`config.mk`:
```
export PLATFORM = sky130hd
export DESIGN_NAME = load_store_unit
export DESIGN_NICKNAME = d
export VERILOG_FILES = /design/src/rtl/lsu_pkg.sv /design/src/rtl/lsu_align.sv /design/src/rtl/load_store_unit.sv
export SDC_FILE = /design/constraint.sdc
export NUM_CORES = 1
export LEC_CHECK = 0
export CORE_UTILIZATION = 30
export CTS_BUF_LIST = sky130_fd_sc_hd__clkbuf_8 sky130_fd_sc_hd__clkbuf_16
export CTS_CLUSTER_SIZE = 16
export DETAILED_ROUTE_END_ITERATION = 12
export HOLD_SLACK_MARGIN = 0.1
export PLACE_DENSITY_LB_ADDON = 0.08
export SYNTH_ARGS = -nofsm -noshare
export SYNTH_HDL_FRONTEND = slang
export SYNTH_SLANG_ARGS = --single-unit
```
`constraint.sdc`:
```
create_clock -name clk -period 2.7 [get_ports clk]
set_input_delay 0.54 -clock clk [delete_from_list [all_inputs] [get_ports clk]]
set_output_delay 0.54 -clock clk [all_outputs]
set_load 0.01 [all_outputs]
```
`src/rtl/lsu_pkg.sv`:
```
// lsu_pkg: shared definitions for the load/store unit.
//   - lsu_op_e    : request opcode encoding carried on req_op
//   - lsu_state_e : control FSM state encoding
//   - lsu_is_load / lsu_is_misaligned : opcode classification helpers
`timescale 1ns/1ps
package lsu_pkg;

    typedef enum logic [2:0] {
        OpLw  = 3'd0,
        OpLh  = 3'd1,
        OpLhu = 3'd2,
        OpLb  = 3'd3,
        OpLbu = 3'd4,
        OpSw  = 3'd5,
        OpSh  = 3'd6,
        OpSb  = 3'd7
    } lsu_op_e;

    typedef enum logic [1:0] {
        StIdle = 2'd0,
        StRd   = 2'd1,
        StWr   = 2'd2,
        StResp = 2'd3
    } lsu_state_e;

    function automatic logic lsu_is_load(lsu_op_e op);
        return (op == OpLw) || (op == OpLh) || (op == OpLhu) ||
               (op == OpLb) || (op == OpLbu);
    endfunction

    // Words need offset 0, halfwords an even offset; bytes are never misaligned.
    function automatic logic lsu_is_misaligned(lsu_op_e op, logic [1:0] offset);
        logic w_mis;
        w_mis = 1'b0;
        case (op)
            OpLw, OpSw:        w_mis = (offset != 2'b00);
            OpLh, OpLhu, OpSh: w_mis = offset[0];
            default:           w_mis = 1'b0;
        endcase
        return w_mis;
    endfunction

endpackage

```
`src/rtl/lsu_align.sv`:
```
// lsu_align: combinational byte-lane logic for the load/store unit.
//   i_op          : operation being performed
//   i_offset      : byte offset within the word (byte address [1:0])
//   i_rdata       : word read from data memory
//   i_wdata       : right-justified store data
//   o_load_data   : addressed lane(s) of i_rdata, sign/zero extended
//   o_store_word  : word to write back (i_rdata with lane(s) replaced, or i_wdata for SW)
`timescale 1ns/1ps
module lsu_align
    import lsu_pkg::*;
(
    input  lsu_op_e     i_op,
    input  logic [1:0]  i_offset,
    input  logic [31:0] i_rdata,
    input  logic [31:0] i_wdata,
    output logic [31:0] o_load_data,
    output logic [31:0] o_store_word
);

    logic [7:0]  w_byte;
    logic [15:0] w_half;
    logic [4:0]  w_bit_pos;

    assign w_bit_pos = {i_offset, 3'b000};
    assign w_byte    = i_rdata[w_bit_pos +: 8];
    assign w_half    = i_offset[1] ? i_rdata[31:16] : i_rdata[15:0];

    always_comb begin
        o_load_data = 32'h0;
        unique case (i_op)
            OpLw:    o_load_data = i_rdata;
            OpLh:    o_load_data = {{16{w_half[15]}}, w_half};
            OpLhu:   o_load_data = {16'h0, w_half};
            OpLb:    o_load_data = {{24{w_byte[7]}}, w_byte};
            OpLbu:   o_load_data = {24'h0, w_byte};
            default: o_load_data = 32'h0;
        endcase
    end

    always_comb begin
        o_store_word = i_rdata;
        unique case (i_op)
            OpSw: o_store_word = i_wdata;
            OpSh: begin
                if (i_offset[1]) begin
                    o_store_word[31:16] = i_wdata[15:0];
                end else begin
                    o_store_word[15:0] = i_wdata[15:0];
                end
            end
            OpSb:    o_store_word[w_bit_pos +: 8] = i_wdata[7:0];
            default: o_store_word = i_rdata;
        endcase
    end

endmodule

```
`src/rtl/load_store_unit.sv`:
```
// load_store_unit: single-outstanding load/store unit toward a word-wide data memory.
//   clk, rst        : clock, asynchronous active-high reset
//   req_*           : request handshake (valid/ready), opcode, byte address, store data
//   resp_valid/err  : one-cycle completion pulse, misalignment flag
//   load_data       : extended load result, valid with resp_valid
//   mem_*           : word address, write data, read/write strobes, read data (same cycle)
// Sub-word stores do a read-modify-write: RD captures the word, WR writes the merged word.
`timescale 1ns/1ps
module load_store_unit
    import lsu_pkg::*;
#(
    parameter int unsigned ADDR_W = 18
) (
    input  logic              clk,
    input  logic              rst,
    input  logic              req_valid,
    output logic              req_ready,
    input  logic [2:0]        req_op,
    input  logic [ADDR_W+1:0] req_addr,
    input  logic [31:0]       req_wdata,
    output logic              resp_valid,
    output logic              resp_err,
    output logic [31:0]       load_data,
    output logic [ADDR_W-1:0] mem_adress,
    output logic [31:0]       mem_write_data,
    output logic              mem_read,
    output logic              mem_write,
    input  logic [31:0]       mem_read_data
);

    lsu_state_e        r_state;
    lsu_state_e        w_state_next;
    lsu_op_e           r_op;
    logic [ADDR_W+1:0] r_addr;
    logic [31:0]       r_wdata;
    logic [31:0]       r_rdata;
    logic              r_err;

    lsu_op_e           w_req_op;
    logic              w_req_mis;
    logic [31:0]       w_load_data;
    logic [31:0]       w_store_word;

    assign w_req_op  = lsu_op_e'(req_op);
    assign w_req_mis = lsu_is_misaligned(w_req_op, req_addr[1:0]);

    lsu_align u_align (
        .i_op         (r_op),
        .i_offset     (r_addr[1:0]),
        .i_rdata      (r_rdata),
        .i_wdata      (r_wdata),
        .o_load_data  (w_load_data),
        .o_store_word (w_store_word)
    );

    always_ff @(posedge clk or posedge rst) begin
        if (rst) begin
            r_state <= StIdle;
            r_op    <= OpLw;
            r_addr  <= '0;
            r_wdata <= 32'h0;
            r_rdata <= 32'h0;
            r_err   <= 1'b0;
        end else begin
            r_state <= w_state_next;
            // Requests are only captured while idle; req_valid elsewhere is ignored.
            if (r_state == StIdle && req_valid) begin
                r_op    <= w_req_op;
                r_addr  <= req_addr;
                r_wdata <= req_wdata;
                r_err   <= w_req_mis;
            end
            if (r_state == StRd) begin
                r_rdata <= mem_read_data;
            end
        end
    end

    always_comb begin
        w_state_next   = r_state;
        req_ready      = 1'b0;
        resp_valid     = 1'b0;
        resp_err       = 1'b0;
        load_data      = 32'h0;
        mem_adress     = '0;
        mem_write_data = 32'h0;
        mem_read       = 1'b0;
        mem_write      = 1'b0;
        unique case (r_state)
            StIdle: begin
                req_ready = 1'b1;
                if (req_valid) begin
                    if (w_req_mis) begin
                        w_state_next = StResp;
                    end else if (w_req_op == OpSw) begin
                        w_state_next = StWr;
                    end else begin
                        w_state_next = StRd;
                    end
                end
            end
            StRd: begin
                mem_read     = 1'b1;
                mem_adress   = r_addr[ADDR_W+1:2];
                w_state_next = lsu_is_load(r_op) ? StResp : StWr;
            end
            StWr: begin
                mem_write      = 1'b1;
                mem_adress     = r_addr[ADDR_W+1:2];
                mem_write_data = w_store_word;
                w_state_next   = StResp;
            end
            StResp: begin
                resp_valid   = 1'b1;
                resp_err     = r_err;
                load_data    = (!r_err && lsu_is_load(r_op)) ? w_load_data : 32'h0;
                w_state_next = StIdle;
            end
            default: w_state_next = StIdle;
        endcase
    end

endmodule

```
==> results.md <==
* Routed wire length at approximately 20000 µm
* Clock Skews at between 0.007 and 0.008 ns
* Diode count at 0
* Final ANT Viol Nets at 0
* Register share of total power at between 20% and 30%
* Final Cycle Share at 105%
* Final non-filler cell total at just over 1000
* Site row count at between 40 and 50
* Worst setup path end: mem_write_data[24]
* Ys flop type: dfrtp_1
* Remaining DRCs at 0
* Register-to-register setup slack at about 0.97 ns
* RSZ-0062 raised after global routing: yes
* Fin. Hold Viols at 0
* LEAKAGE at 0.00389 µW
* CTS root buf: clkbuf_16
* WP data arrival at 2.30 ns
* Fmax achieved at roughly 350 MHz
* Synth unique cells at 53
* Core area at 18000 µm²
* Worst-Margin Slew at about 0.65 ns
* Starting Density at 30.6%
* Number of synthesized register bits at 90
* Ports at ~180
* TritonCTS clock tree: built
* Die height at 137 µm
* Max FO, Critical Path at 4
* Initial antenna violation count at 1
* Yosys warnings at 0
* Power Density at roughly 1300 nW/µm²
* Sequential area share after synthesis at 41.0%
* Largest net degree at the start of global routing at 44
* Nets at between 800 and 900
* Setup TNS at -1.30 ns
* Layout cells sized above 1 at between 40% and 50%
* Hold bufs inserted after CTS at 0
* Clk pin slew, worst setup/hold paths at 0.07 ns
* First drt pass iteration count at 5
* Cell-internal power at ~7000 µW
* Tot GR Track Use at 21.7%
* RR Startpoint: r_state[1]
* Power consumption at between 10000 and 15000 µW
* Placer Congestion at roughly 0.9
* Num CTS Buffers at 9
* Syn Inst Count at 505
* Violated checks: negative setup slack
* Clock Sinks at 90
* WS Path Type: reg2out
* Critical register-to-register path endpoint: r_rdata[24]
* Critical path origin: r_addr[1]
* Reg2reg path depth at 4
* Final Critical Period at 2.84 ns
* Final WS setup at -0.136 ns
* Die Width at around 140 µm
* Detailed placement HPWL at between 10000 and 15000 µm
* Peak supply drop at between 0.5 and 0.6 mV
* Status: finished, violations left
* Fin. max-slew vios at 0
* Starting DRT DRC Count at around 310
* Logic pwr share at between 60% and 70%
* Worst slew margin at roughly 56%
* WHS at 0.499 ns
* Gr ovfl total at 0
* Setup violations, final at 27
* Worst setup SP type: register
* Max-cap violations at 0
* Vias in the first global route at roughly 5200
* H-tree depth at 3
* DIE AREA at around 19000 µm²
* Clock share of power at 11.8%
* Clk buf depth at 2
* Vias at 5188
* Fraction of registers with async set/reset at 100%
* First-pass GRT wire length at ~30000 µm
* Sw Pwr at approximately 4700 µW
* Switching Share at a little over 40%
* Min-Delay Path Class: reg2reg
* Placed inst area at between 7000 and 8000 µm²
* Via density at between 5 and 6
* Worst-skew pair later-pin latency at 0.35 ns
* Worst Path Required at between 2 and 2.5 ns
* WL/cell at around 20 µm
* Port Buffers at 176
* Leading cell type in the layout, fill and taps excluded: clkdlybuf4s50_1
* P&R area growth vs syn at 62.4%
* Most frequent cells in the layout: clkdlybuf4s50_1 (112), mux2_2 (105), dfrtp_1 (87), buf_4 (75), buf_2 (52)
* Post-route cell area at 8910 µm²
* Syn_nets at just over 600
* Synthesized area per cell at about 11 µm²
* CP endpoint kind: output port
* Post-synth EDFFs at 0
* Post-Syn Area at approximately 5500 µm²
* Placed cell count at around 940
state kept, by name, summed over array words and instances, names as in the netlist:
name	flops
r_op	3
r_err	1
r_addr	20
r_rdata	32
r_state	2
r_wdata	32
critical path: stages (launching register included):
cell	delay [ns]
dfrtp_1	0.39
inv_2	0.09
buf_6	0.10
ha_4	0.20
buf_6	0.12
buf_6	0.11
nor4b_4	0.26
buf_4	0.19
buf_6	0.10
nand2_2	0.05
a21oi_2	0.19
buf_2	0.16
repair_timing:
action,4_1_cts,5_1_grt
resized for setup,248,135
pin swaps,25,33
endpoints found under the setup margin,82,63
cloned,0,1
buffers inserted,25,28
metrics by stage:
step | utilization (%) | setup slack (ns)
after CTS | 47.0 | -0.150
after global routing | 49.6 | -0.209
after detailed placement | 44.2 | -0.0842
after floorplan | - | 0.0931
final | 49.6 | -0.136
after global placement | 44.2 | -0.0672
synthesized netlist by cell type, types with 2 or more instances:
cell type / count / area [µm²]
o21ai_0: 12 / 60.1
buf_6: 2 / 22.5
o211ai_1: 2 / 15.0
clkbuf_1: 12 / 45.0
o21a_1: 6 / 45.0
a21oi_1: 37 / 185
and3_1: 4 / 25.0
inv_1: 8 / 30.0
nand3_1: 2 / 10.0
dfrtp_1: 90 / 2250
buf_4: 4 / 30.0
a22o_1: 16 / 140
a222oi_1: 7 / 70.1
ha_1: 9 / 113
a211o_1: 2 / 17.5
and2_1: 19 / 119
nand2b_1: 9 / 56.3
a2111o_1: 2 / 22.5
nand3b_1: 3 / 22.5
mux2_2: 108 / 1220
nand2_1: 44 / 165
a21oi_2: 2 / 17.5
and3b_1: 2 / 17.5
a211oi_1: 6 / 45.0
a32o_1: 6 / 60.1
nor2b_1: 4 / 25.0
nor2_1: 19 / 71.3
nor3b_1: 5 / 37.5
buf_2: 15 / 75.1
a21o_1: 14 / 105
mux2i_1: 5 / 50.1
a22oi_1: 8 / 60.1
area by class of cell:
cell class / count / area (µm²)
Tap cell: 229 / 287
Multi-Input combinational cell: 373 / 3400
Inverter: 8 / 33.8
Clock buffer: 10 / 239
Clock inverter: 5 / 80.1
Timing Repair Buffer: 292 / 2620
Sequential cell: 90 / 2260
Fill cell: 1656 / 9050
per-layer routing:
| layer | vias to the layer above | share of wire, % | global-route usage (%) | wire length [µm] |
|---|---|---|---|---|
| met4 | 0 | 2.4 | 9.16 | 494 |
| met3 | 29 | 5.9 | 5.04 | 1200 |
| met5 | - | 0 | 0 | 0 |
| met1 | 2578 | 44 | 29.1 | 8890 |
| li1 | 2405 | - | - | - |
| met2 | 176 | 48 | 33.4 | 9750 |
logic make-up after synthesis:
logic type,count (synthesis),synth area share [%]
muxes,113,23.1
DFF,90,41.0
and+or+nand+nor,120,12.1
adders and majority gates,9,2.05
AOI/OAI and AO/OA,131,17.8
buffers and inverters,42,3.97
how the worst min path moves through the flow:
stage | cells past startpoint | slack [ns] | endpoint | from
after floorplan | 1 | 0.47 | r_addr[10] | r_addr[10]
after global placement | 1 | 0.48 | r_addr[7] | r_addr[7]
after detailed placement | 1 | 0.49 | r_addr[14] | r_addr[14]
after CTS | 1 | 0.50 | r_addr[14] | r_addr[14]
after global routing | 1 | 0.52 | r_addr[14] | r_addr[14]
final | 1 | 0.50 | r_addr[4] | r_addr[4]
power groups by stage:
stage                     logic [µW]  registers, µW  clock network (µW)
after floorplan                 3670           2470                   0
after global placement          6260           2840                   0
after detailed placement        6300           2840                   0
after CTS                       6590           2830                1420
after global routing            8000           2960                1460
final                           7460           2880                1380
(Power assumes the default switching activity.)
